**src/rtl/note_player_pkg.sv**
```systemverilog
// rtl/note_player_pkg.sv - shared types and constants for the note player voice
package note_player_pkg;

  localparam int PHASE_W    = 20;
  localparam int SAMPLE_W   = 16;
  localparam int NOTE_W     = 6;
  localparam int TRI_OFFSET = 16384;

  typedef enum logic {
    IDLE,
    PLAYING
  } state_t;

endpackage

```
**src/rtl/frequency_rom.sv**
```systemverilog
// rtl/frequency_rom.sv - pitch code to phase step, step = round(f * 2^20 / 48000)
module frequency_rom
  import note_player_pkg::*;
(
  input  logic [NOTE_W-1:0]  note,
  output logic [PHASE_W-1:0] step
);

  // Code 49 is A4 (440 Hz); code 0 is a rest and never advances the phase.
  always_comb begin
    step = '0;
    case (note)
      6'd0:  step = 20'd0;
      6'd1:  step = 20'd601;
      6'd2:  step = 20'd636;
      6'd3:  step = 20'd674;
      6'd4:  step = 20'd714;
      6'd5:  step = 20'd757;
      6'd6:  step = 20'd802;
      6'd7:  step = 20'd850;
      6'd8:  step = 20'd900;
      6'd9:  step = 20'd954;
      6'd10: step = 20'd1010;
      6'd11: step = 20'd1070;
      6'd12: step = 20'd1134;
      6'd13: step = 20'd1201;
      6'd14: step = 20'd1273;
      6'd15: step = 20'd1349;
      6'd16: step = 20'd1429;
      6'd17: step = 20'd1514;
      6'd18: step = 20'd1604;
      6'd19: step = 20'd1699;
      6'd20: step = 20'd1800;
      6'd21: step = 20'd1907;
      6'd22: step = 20'd2021;
      6'd23: step = 20'd2141;
      6'd24: step = 20'd2268;
      6'd25: step = 20'd2403;
      6'd26: step = 20'd2546;
      6'd27: step = 20'd2697;
      6'd28: step = 20'd2858;
      6'd29: step = 20'd3028;
      6'd30: step = 20'd3208;
      6'd31: step = 20'd3398;
      6'd32: step = 20'd3600;
      6'd33: step = 20'd3815;
      6'd34: step = 20'd4041;
      6'd35: step = 20'd4282;
      6'd36: step = 20'd4536;
      6'd37: step = 20'd4806;
      6'd38: step = 20'd5092;
      6'd39: step = 20'd5395;
      6'd40: step = 20'd5715;
      6'd41: step = 20'd6055;
      6'd42: step = 20'd6415;
      6'd43: step = 20'd6797;
      6'd44: step = 20'd7201;
      6'd45: step = 20'd7629;
      6'd46: step = 20'd8083;
      6'd47: step = 20'd8563;
      6'd48: step = 20'd9072;
      6'd49: step = 20'd9612;
      6'd50: step = 20'd10184;
      6'd51: step = 20'd10789;
      6'd52: step = 20'd11431;
      6'd53: step = 20'd12110;
      6'd54: step = 20'd12830;
      6'd55: step = 20'd13593;
      6'd56: step = 20'd14402;
      6'd57: step = 20'd15258;
      6'd58: step = 20'd16165;
      6'd59: step = 20'd17127;
      6'd60: step = 20'd18145;
      6'd61: step = 20'd19224;
      6'd62: step = 20'd20367;
      6'd63: step = 20'd21578;
      default: step = '0;
    endcase
  end

endmodule

```
**src/rtl/note_player.sv**
```systemverilog
// rtl/note_player.sv - one triangle-wave voice driven by the song_reader note stream
module note_player #(
  parameter int PHASE_W  = note_player_pkg::PHASE_W,
  parameter int SAMPLE_W = note_player_pkg::SAMPLE_W
) (
  input  logic                                clk,
  input  logic                                reset,
  input  logic                                play_enable,
  input  logic                                new_note,
  input  logic [note_player_pkg::NOTE_W-1:0]  note,
  input  logic [note_player_pkg::NOTE_W-1:0]  duration,
  input  logic                                beat,
  input  logic                                generate_next_sample,
  output logic                                note_done,
  output logic                                new_sample_ready,
  output logic [SAMPLE_W-1:0]                 sample_out
);

  import note_player_pkg::*;

  localparam int T_W = SAMPLE_W - 1;

  state_t                             state;
  logic [PHASE_W-1:0]                 phase;
  logic [NOTE_W-1:0]                  remaining;
  logic [NOTE_W-1:0]                  cur_note;
  logic [note_player_pkg::PHASE_W-1:0] rom_step;
  logic [T_W-1:0]                     tri_t;
  logic [SAMPLE_W-1:0]                tri_val;

  frequency_rom u_frequency_rom (
    .note (cur_note),
    .step (rom_step)
  );

  // Rising half of the period climbs from -16384, falling half descends from 16383.
  assign tri_t   = phase[PHASE_W-2 -: T_W];
  assign tri_val = phase[PHASE_W-1] ? (SAMPLE_W'(TRI_OFFSET - 1) - {1'b0, tri_t})
                                    : ({1'b0, tri_t} - SAMPLE_W'(TRI_OFFSET));

  always_ff @(posedge clk or negedge reset) begin
    if (!reset) begin
      state            <= IDLE;
      phase            <= '0;
      remaining        <= '0;
      cur_note         <= '0;
      note_done        <= 1'b0;
      new_sample_ready <= 1'b0;
      sample_out       <= '0;
    end else begin
      note_done        <= 1'b0;
      new_sample_ready <= 1'b0;
      case (state)
        IDLE: begin
          if (new_note) begin
            cur_note  <= note;
            remaining <= duration;
            phase     <= '0;
            state     <= PLAYING;
          end
        end
        PLAYING: begin
          if (play_enable) begin
            if (generate_next_sample) begin
              sample_out       <= (cur_note == '0) ? '0 : tri_val;
              phase            <= phase + PHASE_W'(rom_step);
              new_sample_ready <= 1'b1;
            end
            // A reload restarts the note and overrides any expiry in the same cycle.
            if (new_note) begin
              cur_note  <= note;
              remaining <= duration;
              phase     <= '0;
            end else if (remaining == '0 || (beat && remaining == NOTE_W'(1))) begin
              note_done <= 1'b1;
              state     <= IDLE;
            end else if (beat) begin
              remaining <= remaining - NOTE_W'(1);
            end
          end
        end
        default: state <= IDLE;
      endcase
    end
  end

endmodule

```
**config.mk**
```make
export PLATFORM = sky130hd
export DESIGN_NAME = note_player
export DESIGN_NICKNAME = d
export VERILOG_FILES = /design/src/rtl/note_player_pkg.sv /design/src/rtl/frequency_rom.sv /design/src/rtl/note_player.sv
export SDC_FILE = /design/constraint.sdc
export NUM_CORES = 1
export LEC_CHECK = 0
export CAP_MARGIN = 40
export CORE_MARGIN = 1.5
export CORE_UTILIZATION = 59
export CTS_CLUSTER_DIAMETER = 80
export DETAILED_ROUTE_END_ITERATION = 6
export PLACE_DENSITY = 0.89
export SETUP_SLACK_MARGIN = 0.4
export SLEW_MARGIN = 20
export SYNTH_ARGS = -nofsm -noshare
export SYNTH_HDL_FRONTEND = slang
export SYNTH_SLANG_ARGS = --single-unit
```
**constraint.sdc**
```tcl
create_clock -name clk -period 4.4 [get_ports clk]
set_clock_uncertainty 0.2 [all_clocks]
set_input_delay 0.66 -clock clk [delete_from_list [all_inputs] [get_ports clk]]
set_output_delay 0.66 -clock clk [all_outputs]
set_load 0.1 [all_outputs]
```
### After elaboration in Yosys (flattened, before gate mapping)

Memories as Yosys holds them, arrays and structs flattened.
Index checks and enable logic that the tools add are counted.
Widths: inputs -> output; s select.

| word-level totals | value |
|---|---|
| register bits after elaboration | 51 |
| bits in read-only memories | 960 |
| input port bits | 18 |
| output and inout port bits | 18 |
| memories | 1 |

| operators by class | value |
|---|---|
| mux-type cells | 28 |
| equal/unequal tests | 6 |
| $add $sub $neg | 4 |
| bitwise gates (word level) | 1 |
| reductions and logical operators | 7 |

Memory list:

| memory | words | width | rd ports | clocked after memory_dff | write ports | RTL line | text |
|---|---|---|---|---|---|---|---|
| (name not given) | 64 | 15 | 1 | 0 | 0 | frequency_rom.sv:12 | `case (note)` |

Operator list:

| operator | count |
|---|---|
| $mux 20 | 4 |
| $mux 6 | 7 |
| $pmux 20 s2 | 1 |
| $mux 16 | 2 |
| $pmux 6 s2 | 2 |
| $add 20x20->20 | 1 |
| $sub 14x15->16 const A | 1 |
| $sub 15x15->16 const B | 1 |
| $logic_not 6->1 | 2 |
| $mux 1 | 11 |
| $ne 3x3->1 const B | 3 |
| $eq 6x1->1 const B | 1 |
| $reduce_and 3->1 | 2 |
| $sub 6x1->6 const B | 1 |
| $ne 2x2->1 const B | 2 |
| $reduce_and 4->1 | 1 |
| $pmux 1 s2 | 1 |
| $logic_and 1x1->1 | 1 |
| $logic_or 1x1->1 | 1 |
| $not 1->1 | 1 |

### Longest topological paths before layout

Gate-level depths: netlist (run 1).

| logic depth | value |
|---|---|
| depth after elaboration | 7 |
| mapped depth | 18 |

### Cells and area by module

From an unflattened synthesis (run 1), not the netlist that was laid out.

| second synthesis, totals | value |
|---|---|
| cell total of the unflattened synthesis | 558 |
| area total of the unflattened synthesis | 4,590.7 um2 |

Modules (own cells, without submodules):

| module | area an instance (um2) | cells each | instances |
|---|---|---|---|
| note_player | 3,148.0 | 335 | 1 |
| frequency_rom | 1,442.6 | 223 | 1 |

### Worst setup path before layout (run 1)

No wires, ideal clock.

| path | value |
|---|---|
| path kind | flip-flop to flip-flop |
| from | register cur_note[0] |
| to | register phase[12] |
| stages on the path, launching flop included | 18 |
| path slack | 0.416 ns |
| clock period less this slack | 3.984 ns |
| data arrival time | 3.702 ns |
| cells stage by stage | dfrtp_1 > clkbuf_1 > inv_1 > ha_1 > clkbuf_1 > nor2_1 > a211oi_1 > a21oi_1 > a211oi_1 > ha_1 > inv_1 > fa_1 > and3b_1 > o211ai_1 > a32oi_1 > a311oi_1 > xor2_1 > o21ai_0 |

| between the ends | value |
|---|---|
| cells in the longest elaborated chain, start to end | 6 |

RTL lines:

| item | RTL line | text |
|---|---|---|
| start, declared | note_player.sv:26 | `logic [NOTE_W-1:0] cur_note;` |
| start signal, assigned | note_player.sv:56 | `cur_note <= note;` |
| start signal, assigned | note_player.sv:71 | `cur_note <= note;` |
| $mem_v2 64x15 | -- |  |
| $add 20x20->20 | note_player.sv:66 | `phase <= phase + PHASE_W'(rom_step);` |
| $mux 20 | note_player.sv:64 | `if (generate_next_sample) begin` |
| $mux 20 | note_player.sv:70 | `if (new_note) begin` |
| $mux 20 | note_player.sv:63 | `if (play_enable) begin` |
| $pmux 20 s2 | note_player.sv:53 | `case (state)` |
| end signal, assigned | note_player.sv:66 |  |
| end, declared | note_player.sv:24 | `logic [PHASE_W-1:0] phase;` |

Every way passes these cells. The select of a mux whose other input is x is not followed.
A chain may end at the register's enable or synchronous reset.

### Worst setup path in the final report (run 1)

| path | value |
|---|---|
| from | register cur_note[1] |
| to | register phase[12] |

The elaborated chain is that of the path after synthesis.

==> summary.txt, run 1 <==
Outcome
  • Status: complete, no violations

Pwr
  • Combinational power share: 0.641
  • Int Power: ~1.5 mW
  • Pwr dens: roughly 570 nW/um2
  • Switching Fraction: 0.495
  • Pwr Total: a little under 3 mW
  • Peak supply drop: just under 0.4 mV
  • P_sw: between 1 and 1.5 mW
  • Clk pwr share: 0.113
  • Flop pwr share: 0.246
  • Leakage power: between 2 and 2.5 nW

STA
  • RSZ-0062 raised after global routing: false
  • Final hold vios: 0
  • Slew Limit Fails: 0
  • Final setup margin: 606 ps
  • Final Setup Violations: 0
  • Fin crit share: 0.862
  • Worst-Margin Slew: about 840 ps
  • Sum Neg Setup Slack: 0 ps
  • Fmax: ~260 MHz
  • Hold slack: 247 ps
  • Slew Limit Headroom: 0.442
  • Min Tclk post-route: approximately 3800 ps

Synthesis
  • Synth cell count leaders: nand2_1 (80), o21ai_0 (76), dfrtp_1 (50), a21oi_1 (48), nor2_1 (34)
  • Count leader, synth: nand2_1
  • Synth area leader: dfrtp_1
  • Synth top area share: 0.294
  • Post-synthesis sequential area ratio: 0.294
  • Cells after Synth: 542
  • Syn_area_per_cell: 7.87 um2
  • Number of synthesized flops with an enable pin: 0
  • Top cells by area, synth: dfrtp_1 (29%), o21ai_0 (8.9%), ha_1 (8.2%)
  • Synth Register Bits: 50
  • Post-Syn Nets: just under 600
  • Synth Flop Type: dfrtp_1
  • Async set-reset flop share out of synthesis: 1.00
  • Synth warn: 0
  • Synthesized area: ~4300 um2
  • Synth unique cells: 57

Route
  • Detailed Route WL: ~12 mm
  • Vias per std cell: ~6.4
  • Met3 Routed Length: approximately 700 um
  • Vias after detailed routing: about 4300
  • Antenna-violating nets left: 0
  • Routed met2 length: around 5.8 mm
  • First DRT Iteration DRCs: approximately 370
  • Top Metal Used: met4
  • Routed WL per cell: about 18 um
  • Met1 Wirelength: 4.98 mm
  • DRC viols: 0
  • Drt first pass iters: 7

Critical path
  • WS Path Type: flop to flop
  • Worst EP required: 4420 ps
  • WP data arrival: around 3800 ps
  • CP startpoint kind: flop
  • Worst Path Max Fanout: 15
  • CP Capture Type: flop

Place
  • DP Area: approximately 5000 um2
  • Detailed placement HPWL: 8.48 mm
  • GP Congestion: between 0.9 and 1
  • Placed cells: between 600 and 700
  • Port Buf Inserts: 35
  • Pre-CTS WS: 492 ps

Floorplanning
  • Floorplan Core Area: about 6900 um2
  • # IOs: 36
  • Cell row count: 30
  • Starting Density: 0.617
  • Die ar.: around 7700 um2
  • Die height: 88 um
  • Die width: 88 um

Finish
  • Post-Layout Cell Count: roughly 670
  • Final instance area: 5130 um2
  • Share of layout cells above drive strength 1: 0.127
  • N_diodes: 0
  • FILL cells: 503
  • Final core utilization: 0.742
  • Layout area overhead: 20.3%
  • Final net count: approximately 620

Global routing
  • Grt ovf: 0
  • Antenna violations before repair: 0
  • Vias in the first global route: about 4000
  • Gr usage total: 0.314
  • Pin count of the biggest net entering global routing: 51
  • First-pass GRT wire length: roughly 19 mm

Clock tree
  • CTS root buf: clkbuf_8
  • Hold buffer count at CTS: 0
  • Clk sinks: 50
  • H-Tree Level Count: 2
  • Clock Pin Slew Worst Setup and Hold Paths: 100 ps
  • CTS tree: done
  • CTS Buf Count: 5
  • Clk buf depth: 2
  • Later-pin clock latency in the skew report: between 300 and 400 ps

Job
  • Max-cap viol count: 0

Hold path
  • Hold WC Path Type: input pin to asynchronous set/reset pin
==> registers in the layout, indices dropped and copies added (netlist names) <==
name              count
remaining             6
note_done             1
cur_note              6
sample_out           15
phase                20
state                 1
new_sample_ready      1
==> cells in the final DEF, fill, tap and decap left out, drive strengths merged, types with 14 or more instances in the layout <==
| master | count |
|---|---|
| a21oi | 49 |
| buf | 31 |
| clkdlybuf4s50 | 34 |
| dfrtp | 50 |
| ha | 28 |
| inv | 14 |
| nand2 | 80 |
| nor2 | 34 |
| o21ai | 76 |
| xnor2 | 22 |
==> final timing paths <==
path                                            from                    endpoint  slack (ps)  cells after the start
setup / recovery             cur_note[1]$_DFFE_PN0P_       phase[12]$_DFFE_PN0P_         610                     15
hold / removal                                 reset  sample_out[14]$_DFFE_PN0P_         250                      2
setup reg to reg             cur_note[1]$_DFFE_PN0P_       phase[12]$_DFFE_PN0P_         610                     15
hold reg to reg            sample_out[8]$_DFFE_PN0P_   sample_out[8]$_DFFE_PN0P_         290                      2
max in group asynchronous                      reset     cur_note[3]$_DFFE_PN0P_        3250                      2
min in group clk           sample_out[8]$_DFFE_PN0P_   sample_out[8]$_DFFE_PN0P_         290                      2
==> area by class of cell <==
cell class                      count  area, um2  share of cell area
Timing Repair Buffer               65        722               0.141
Clock buffer                        5       68.8              0.0134
Multi-Input combinational cell    438       2860               0.558
Sequential cell                    50       1260               0.245
Tap cell                           96        120              0.0234
Inverter                           16       60.1              0.0117
Clock inverter                      3       40.0             0.00781
==> metal layers <==
layer	global-route usage	vias up
met3	0.0424	29
met5	0	-
met4	0.111	0
li1	-	1998
met2	0.542	194
met1	0.402	2056
==> critical path: stages, from the launching register on <==
cell and delay [ps]:
dfrtp_1 380, buf_4 250, ha_2 290, inv_1 140, a211oi_1 230, a21oi_1 60
a211oi_1 230, ha_1 260, inv_1 70, fa_1 390, and3b_1 300, o211ai_1 150
a32oi_2 300, a311oi_2 150, xor2_1 160, o21ai_0 150
==> power by group through the flow <==
stage               clock network, mW  registers, mW  logic [mW]
global route                    0.349          0.731        2.01
floorplan                           0          0.942        1.03
global placement                    0          0.708        1.61
CTS                             0.330          0.713        1.82
detailed placement                  0          0.722        1.78
finish                          0.329          0.719        1.87
==> cells by family after synthesis <==
logic type      Yosys count  share of synthesized area
mux                      16                     0.0455
fa+ha+maj                29                     0.0869
compound gates          197                      0.285
simple gates            167                      0.178
buf+inv                  54                     0.0508
flops                    50                      0.294
xor+xnor                 29                     0.0596
==> timing repair <==
action / CTS / global route
buffers inserted: 0 / 0
setup endpoints to repair: 1 / 7
gates resized for setup: 2 / 16
pin swaps: 0 / 1
Power figures use the tool's default switching activity.
==> inputs of run 2 (changes only) <==
--- a/config.mk
+++ b/config.mk
@@ -7,10 +7,10 @@
 export LEC_CHECK = 0
 export CAP_MARGIN = 40
 export CORE_MARGIN = 1.5
-export CORE_UTILIZATION = 59
+export CORE_UTILIZATION = 60
 export CTS_CLUSTER_DIAMETER = 80
 export DETAILED_ROUTE_END_ITERATION = 6
-export PLACE_DENSITY = 0.89
+export PLACE_DENSITY = 0.9
 export SETUP_SLACK_MARGIN = 0.4
 export SLEW_MARGIN = 20
 export SYNTH_ARGS = -nofsm -noshare
==> constraint.sdc (replaced) <==
create_clock -name clk -period 4.5 [get_ports clk]
set_clock_uncertainty 0.2 [all_clocks]
set_input_delay 0.675 -clock clk [delete_from_list [all_inputs] [get_ports clk]]
set_output_delay 0.675 -clock clk [all_outputs]
set_load 0.1 [all_outputs]
==> run 2 against run 1 <==
- total power is 0.58% higher
- wire length is 1.9% higher
- core utilization is 0.61 points higher
- cell area is 0.27% lower
- largest power group unchanged
- highest routed layer unchanged
==> summary.txt, run 2 (synthesis results as in run 1) <==
Outcome
  • Status: complete, no violations

Place
  • Pre-CTS WS: 324 ps (-168 ps)
  • GP Congestion: 0.951 (-2.0%)
  • Detailed placement HPWL: 8.29 mm (-2.2%)
  • Port Buf Inserts: 35 (unchanged)
  • DP Area: 4920 um2 (-0.46%)

STA
  • Sum Neg Setup Slack: 0 ps (unchanged)
  • Worst-Margin Slew: 801 ps (-36.4 ps)
  • Slew Limit Headroom: 0.466 (+0.0242)
  • Final setup margin: 595 ps (-11.2 ps)
  • Final hold vios: 0 (unchanged)
  • Slew Limit Fails: 0 (unchanged)
  • Fmax: 256 MHz (-2.8%)
  • Hold slack: 108 ps (-139 ps)
  • Final Setup Violations: 0 (unchanged)
  • Min Tclk post-route: 3910 ps (+111 ps)
  • Fin crit share: 0.868 (+0.00554)
  • RSZ-0062 raised after global routing: false

Route
  • DRC viols: 0 (unchanged)
  • Routed WL per cell: 17.9 um (+2.1%)
  • Antenna-violating nets left: 0 (unchanged)
  • Detailed Route WL: 12.0 mm (+1.9%)
  • Vias after detailed routing: 4355 (+1.8%)
  • Drt first pass iters: 5 (-2)
  • First DRT Iteration DRCs: 475 (+29%)
  • Vias per std cell: 6.48 (+2.0%)

Floorplanning
  • Floorplan Core Area: 6830 um2 (-1.1%)
  • Die height: 87.3 um (-0.81%)
  • # IOs: 36 (unchanged)
  • Die width: 87.3 um (-0.81%)
  • Die ar.: 7620 um2 (-1.6%)
  • Starting Density: 0.624 (+0.00678)
  • Cell row count: 30 (unchanged)

Critical path
  • WS Path Type: flop to flop
  • Worst Path Max Fanout: 15 (unchanged)
  • CP Capture Type: flop
  • Worst path max stage delay: 490 ps (+100 ps)
  • Worst EP required: 4480 ps (+60 ps)
  • WP data arrival: 3880 ps (+70 ps)
  • CP startpoint kind: flop
  • Slowest cell on the critical path: mux4_2
  • Worst path top cell family by delay: compound AO/OA/AOI/OAI gates
  • WP buf/inv: 2 (-1)
  • Cell Chain, Critical Path: buf_4, ha_1, inv_1, mux4_2, a21oi_1, a21oi_1, ha_1, and3b_1, o211ai_1, a32oi_2, a311oi_2, xor2_1, o21ai_0

Global routing
  • Pin count of the biggest net entering global routing: 44 (-14%)
  • Vias in the first global route: 4123 (+2.7%)
  • First-pass GRT wire length: 19.3 mm (+1.0%)
  • Gr usage total: 0.320 (+0.00551)
  • Antenna violations before repair: 0 (unchanged)
  • Grt ovf: 0 (unchanged)

Pwr
  • Peak supply drop: 0.455 mV (+15%)
  • P_sw: 1.43 mW (-1.3%)
  • Flop pwr share: 0.240 (-0.006)
  • Switching Fraction: 0.486 (-0.00919)
  • Leakage power: 2.17 nW (+0.59%)
  • Combinational power share: 0.626 (-0.015)
  • Clk pwr share: 0.133 (+0.020)
  • Int Power: 1.51 mW (+2.4%)
  • Pwr dens: 574 nW/um2 (+0.85%)

Clock tree
  • H-Tree Level Count: 2 (unchanged)
  • Hold buffer count at CTS: 0 (unchanged)
  • Later-pin clock latency in the skew report: 310 ps (about the same)
  • CTS Buf Count: 5 (unchanged)
  • Clk buf depth: 2 (unchanged)
  • CTS tree: done
  • Clk sinks: 50 (unchanged)
  • Clock Pin Slew Worst Setup and Hold Paths: 100 ps (about the same)
  • CTS root buf: clkbuf_8

Finish
  • N_diodes: 0 (unchanged)
  • Most frequent cells in the layout: nand2_1 (80), o21ai_0 (75), a21oi_1 (48), dfrtp_1 (47), clkdlybuf4s50_1 (34)
  • Layout area overhead: 20.0%
  • Final instance area: 5110 um2 (-0.27%)
  • Share of layout cells above drive strength 1: 0.123 (-0.00325)
  • Most common cell after layout, fill and taps aside: nand2_1
  • Number of flip-flops in the largest register: 20 (unchanged)
  • Most flops, register: phase
  • Largest regs: phase: 20 flops, sample_out: 15 flops
  • Final net count: 622 (-0.16%)

Job
  • Max-cap viol count: 0 (unchanged)

Hold path
  • Hold WC Path Type: input pin to asynchronous set/reset pin
## run 2: power groups by stage
stage | sequential [mW] | clock, mW | combinational [mW]
after floorplan | 0.921 | 0 | 1.01
after global placement | 0.695 | 0 | 1.56
after detailed placement | 0.707 | 0 | 1.74
after CTS | 0.698 | 0.395 | 1.77
after global routing | 0.719 | 0.411 | 1.97
final | 0.706 | 0.392 | 1.84
## run 2: per-stage QoR
stage	power (mW)	instances	utilization
floorplan	1.93	542	-
CTS	2.87	672	0.742
global placement	2.25	645	0.680
finish	2.94	672	0.749
global route	3.10	672	0.749
detailed placement	2.44	664	0.721
## run 2: area by class of cell
type | count | area (um2)
Multi-Input combinational cell | 438 | 2840
Timing Repair Buffer | 64 | 696
Inverter | 16 | 61.3
Tap cell | 96 | 120
Sequential cell | 50 | 1260
Fill cell | 494 | 1720
Clock buffer | 6 | 82.6
Clock inverter | 2 | 60.1
## run 2: timing repair
action | in CTS | in global routing
setup endpoints to repair | 1 | 9
hold endpoints to repair | 0 | 0
pin swaps | 0 | 1
gates resized for setup | 2 | 13
setup buffers | 0 | 0
## run 2: final timing paths
check,start,endpoint,slack (ps),depth (start not counted)
max reg2reg,cur_note[1]$_DFFE_PN0P_,phase[12]$_DFFE_PN0P_,590,13
min in group clk,sample_out[6]$_DFFE_PN0P_,sample_out[6]$_DFFE_PN0P_,290,2
max in group asynchronous,reset,cur_note[3]$_DFFE_PN0P_,3170,2
max,cur_note[1]$_DFFE_PN0P_,phase[12]$_DFFE_PN0P_,590,13
min reg2reg,sample_out[6]$_DFFE_PN0P_,sample_out[6]$_DFFE_PN0P_,290,2
min,reset,sample_out[5]$_DFFE_PN0P_,110,1
## run 2: routing by layer
metal,routed length [um],global-route usage,vias to the layer above
met5,0,0,-
met3,793,0.0474,42
met4,399,0.127,0
met2,5970,0.543,241
met1,4850,0.407,2069
li1,-,-,2003
## run 2: worst register-to-register path, cell delays in order (launching register included)
cell,delay [ps]
dfrtp_1,350
buf_4,220
ha_1,430
inv_1,190
mux4_2,490
a21oi_1,160
a21oi_1,100
ha_1,360
and3b_1,250
o211ai_1,290
a32oi_2,200
a311oi_2,320
xor2_1,150
o21ai_0,80
==> inputs of run 3 (changes only) <==
--- a/config.mk
+++ b/config.mk
@@ -12,7 +12,7 @@
 export DETAILED_ROUTE_END_ITERATION = 6
 export PLACE_DENSITY = 0.9
 export SETUP_SLACK_MARGIN = 0.4
-export SLEW_MARGIN = 20
+export SLEW_MARGIN = 5
 export SYNTH_ARGS = -nofsm -noshare
 export SYNTH_HDL_FRONTEND = slang
 export SYNTH_SLANG_ARGS = --single-unit
==> run 3 against run 2 <==
- final cell count unchanged
- cell area down 0.76%
- highest routed layer unchanged
- register-to-register slack about the same
- clock power down 19%
- fmax about the same
==> summary.txt, run 3 (synthesis results as in run 1) <==
Outcome
  • Status: complete, no violations

Critical path
  • Reg2reg start: cur_note[4]$_DFFE_PN0P_
  • Worst path top cell family by delay: compound AO/OA/AOI/OAI gates
  • WP buf/inv: 1 (-1)
  • Crit. path cell count: 13 (unchanged)
  • Worst path max stage delay: 640 ps (+150 ps)
  • CP startpoint kind: flop
  • WP data arrival: 3910 ps (+30 ps)
  • CP endpoint: phase[13]$_DFFE_PN0P_
  • Worst EP required: 4500 ps (+20 ps)
  • Cell Chain, Critical Path: clkinv_1, nor3_1, nor4_1, a31oi_1, nor2_1, a21o_1, ha_1, a211oi_1, o211ai_2, a31oi_1, o21ai_0, xnor2_1, o21ai_0
  • WS Path Type: flop to flop
  • Worst Path Max Fanout: 22 (+7)
  • CP Capture Type: flop
  • R2R depth: 13 (unchanged)
  • Slowest cell on the critical path: dfrtp_2
  • Worst Setup SP: cur_note[4]$_DFFE_PN0P_
  • Reg2reg setup slack: 600 ps (about the same)
  • FF-to-FF End: phase[13]$_DFFE_PN0P_

Pwr
  • Pwr dens: 560 nW/um2 (-2.5%)
  • Leakage power: 2.16 nW (-0.68%)
  • Int Power: 1.43 mW (-5.0%)
  • Combinational power share: 0.640 (+0.014)
  • Peak supply drop: 0.366 mV (-20%)
  • Flop pwr share: 0.248 (+0.008)
  • Switching Fraction: 0.495 (+0.00925)
  • Clk pwr share: 0.112 (-0.021)
  • P_sw: 1.41 mW (-1.4%)

Place
  • Detailed placement HPWL: 8.51 mm (+2.7%)
  • GP Congestion: 0.951 (unchanged)
  • Port Buf Inserts: 35 (unchanged)
  • Pre-CTS WS: 396 ps (+72.0 ps)

STA
  • Sum Neg Setup Slack: 0 ps (unchanged)
  • Final Setup Violations: 0 (unchanged)
  • RSZ-0062 raised after global routing: false
  • Slew Limit Headroom: 0.457 (-0.00887)
  • Fmax: 256 MHz (about the same)
  • Final setup margin: 596 ps (+1.43 ps)
  • Slew Limit Fails: 0 (unchanged)
  • Final hold vios: 0 (unchanged)
  • Min Tclk post-route: 3900 ps (-1.43 ps)
  • Worst-Margin Slew: 814 ps (+13.3 ps)
  • Fin crit share: 0.868 (about the same)

Route
  • Routed WL per cell: 17.2 um (-3.8%)
  • Vias after detailed routing: 4288 (-1.5%)
  • First DRT Iteration DRCs: 492 (+3.6%)
  • DRC viols: 0 (unchanged)
  • Detailed Route WL: 11.6 mm (-3.8%)
  • Vias per std cell: 6.38 (-1.5%)
  • Drt first pass iters: 6 (+1)
  • Antenna-violating nets left: 0 (unchanged)

Finish
  • Layout area overhead: 19.0%
  • Number of flip-flops in the largest register: 20 (unchanged)
  • Largest regs: phase: 20 flops, sample_out: 15 flops
  • Final net count: 622 (unchanged)
  • Share of layout cells above drive strength 1: 0.122 (-0.00174)
  • Most flops, register: phase
  • Most frequent cells in the layout: nand2_1 (80), o21ai_0 (75), a21oi_1 (48), dfrtp_1 (47), clkdlybuf4s50_1 (34)
  • N_diodes: 0 (unchanged)
  • Most common cell after layout, fill and taps aside: nand2_1

Floorplanning
  • # IOs: 36 (unchanged)
  • Cell row count: 30 (unchanged)
  • Die height: 87.3 um (unchanged)
  • Starting Density: 0.624 (unchanged)
  • Die ar.: 7620 um2 (unchanged)
  • Die width: 87.3 um (unchanged)
  • Floorplan Core Area: 6830 um2 (unchanged)

Hold path
  • Hold WC Path Type: input pin to asynchronous set/reset pin

Clock tree
  • Post-CTS setup buffer count: 0 (unchanged)
  • CTS Buf Count: 5 (unchanged)
  • CTS tree: done
  • Hold buffer count at CTS: 0 (unchanged)
  • Clock Pin Slew Worst Setup and Hold Paths: 90 ps (about the same)
  • Cts repair resizes: 3 (+1)
  • Clk buf depth: 2 (unchanged)
  • Later-pin clock latency in the skew report: 300 ps (about the same)
  • CTS root buf: clkbuf_8
  • Clk sinks: 50 (unchanged)
  • H-Tree Level Count: 2 (unchanged)

Global routing
  • Pin count of the biggest net entering global routing: 44 (unchanged)
  • First-pass GRT wire length: 19.3 mm (+0.36%)
  • Antenna violations before repair: 0 (unchanged)
  • Grt ovf: 0 (unchanged)
  • Gr usage total: 0.316 (-0.00320)
  • Vias in the first global route: 4120 (-0.073%)

Job
  • Max-cap viol count: 0 (unchanged)
run 3: cell types whose count changed in the layout (fill, tap and decap cells not counted), sizes merged:
cell,delta
clkinv,+2
bufinv,-1
clkbuf,-1
run 3: worst min-delay path by stage:
stage,startpoint,to,slack [ps],cells after the start
global placement,sample_out[4]$_DFFE_PN0P_,sample_out[4]$_DFFE_PN0P_,260,2
CTS,reset,sample_out[3]$_DFFE_PN0P_,130,1
finish,reset,sample_out[5]$_DFFE_PN0P_,110,1
global route,reset,sample_out[8]$_DFFE_PN0P_,140,1
floorplan,reset,cur_note[0]$_DFFE_PN0P_,180,0
detailed placement,sample_out[8]$_DFFE_PN0P_,sample_out[8]$_DFFE_PN0P_,280,2
run 3: area by class of cell:
cell class                      instances  area, um2
Timing Repair Buffer                   64        696
Sequential cell                        50       1260
Clock inverter                          3       40.0
Inverter                               16       61.3
Fill cell                             513       1760
Multi-Input combinational cell        438       2830
Tap cell                               96        120
Clock buffer                            5       68.8
run 3: routing by layer:
| layer | global-route usage | up-vias | wire length [um] |
|---|---|---|---|
| li1 | - | 2003 | - |
| met1 | 0.414 | 2046 | 4830 |
| met4 | 0.0981 | 0 | 302 |
| met2 | 0.536 | 203 | 5710 |
| met3 | 0.0483 | 36 | 717 |
| met5 | 0 | - | 0 |
run 3: power by group through the flow:
stage	clock network [mW]	registers (mW)	logic (mW)
floorplan	0	0.921	1.01
CTS	0.317	0.698	1.76
finish	0.318	0.704	1.82
detailed placement	0	0.707	1.74
global placement	0	0.695	1.56
global route	0.338	0.718	1.95
run 3: stage by stage:
step	cell area (um2)	instances	util	hold WS (ps)	total power, mW
2_1_floorplan	4260	542	-	179	1.93
3_3_place_gp	4650	645	0.680	260	2.25
3_5_place_dp	4920	664	0.721	277	2.45
4_1_cts	5040	672	0.738	127	2.78
5_1_grt	5070	672	0.743	139	3.01
6_report	5070	672	0.743	114	2.84
run 3: worst register-to-register path: stages, from the launching register on:
cell and delay (ps):
dfrtp_2 640, clkinv_1 430, nor3_1 280, nor4_1 70
a31oi_1 170, nor2_1 80, a21o_1 170, ha_1 300
a211oi_1 480, o211ai_2 200, a31oi_1 290, o21ai_0 150
xnor2_1 140, o21ai_0 210
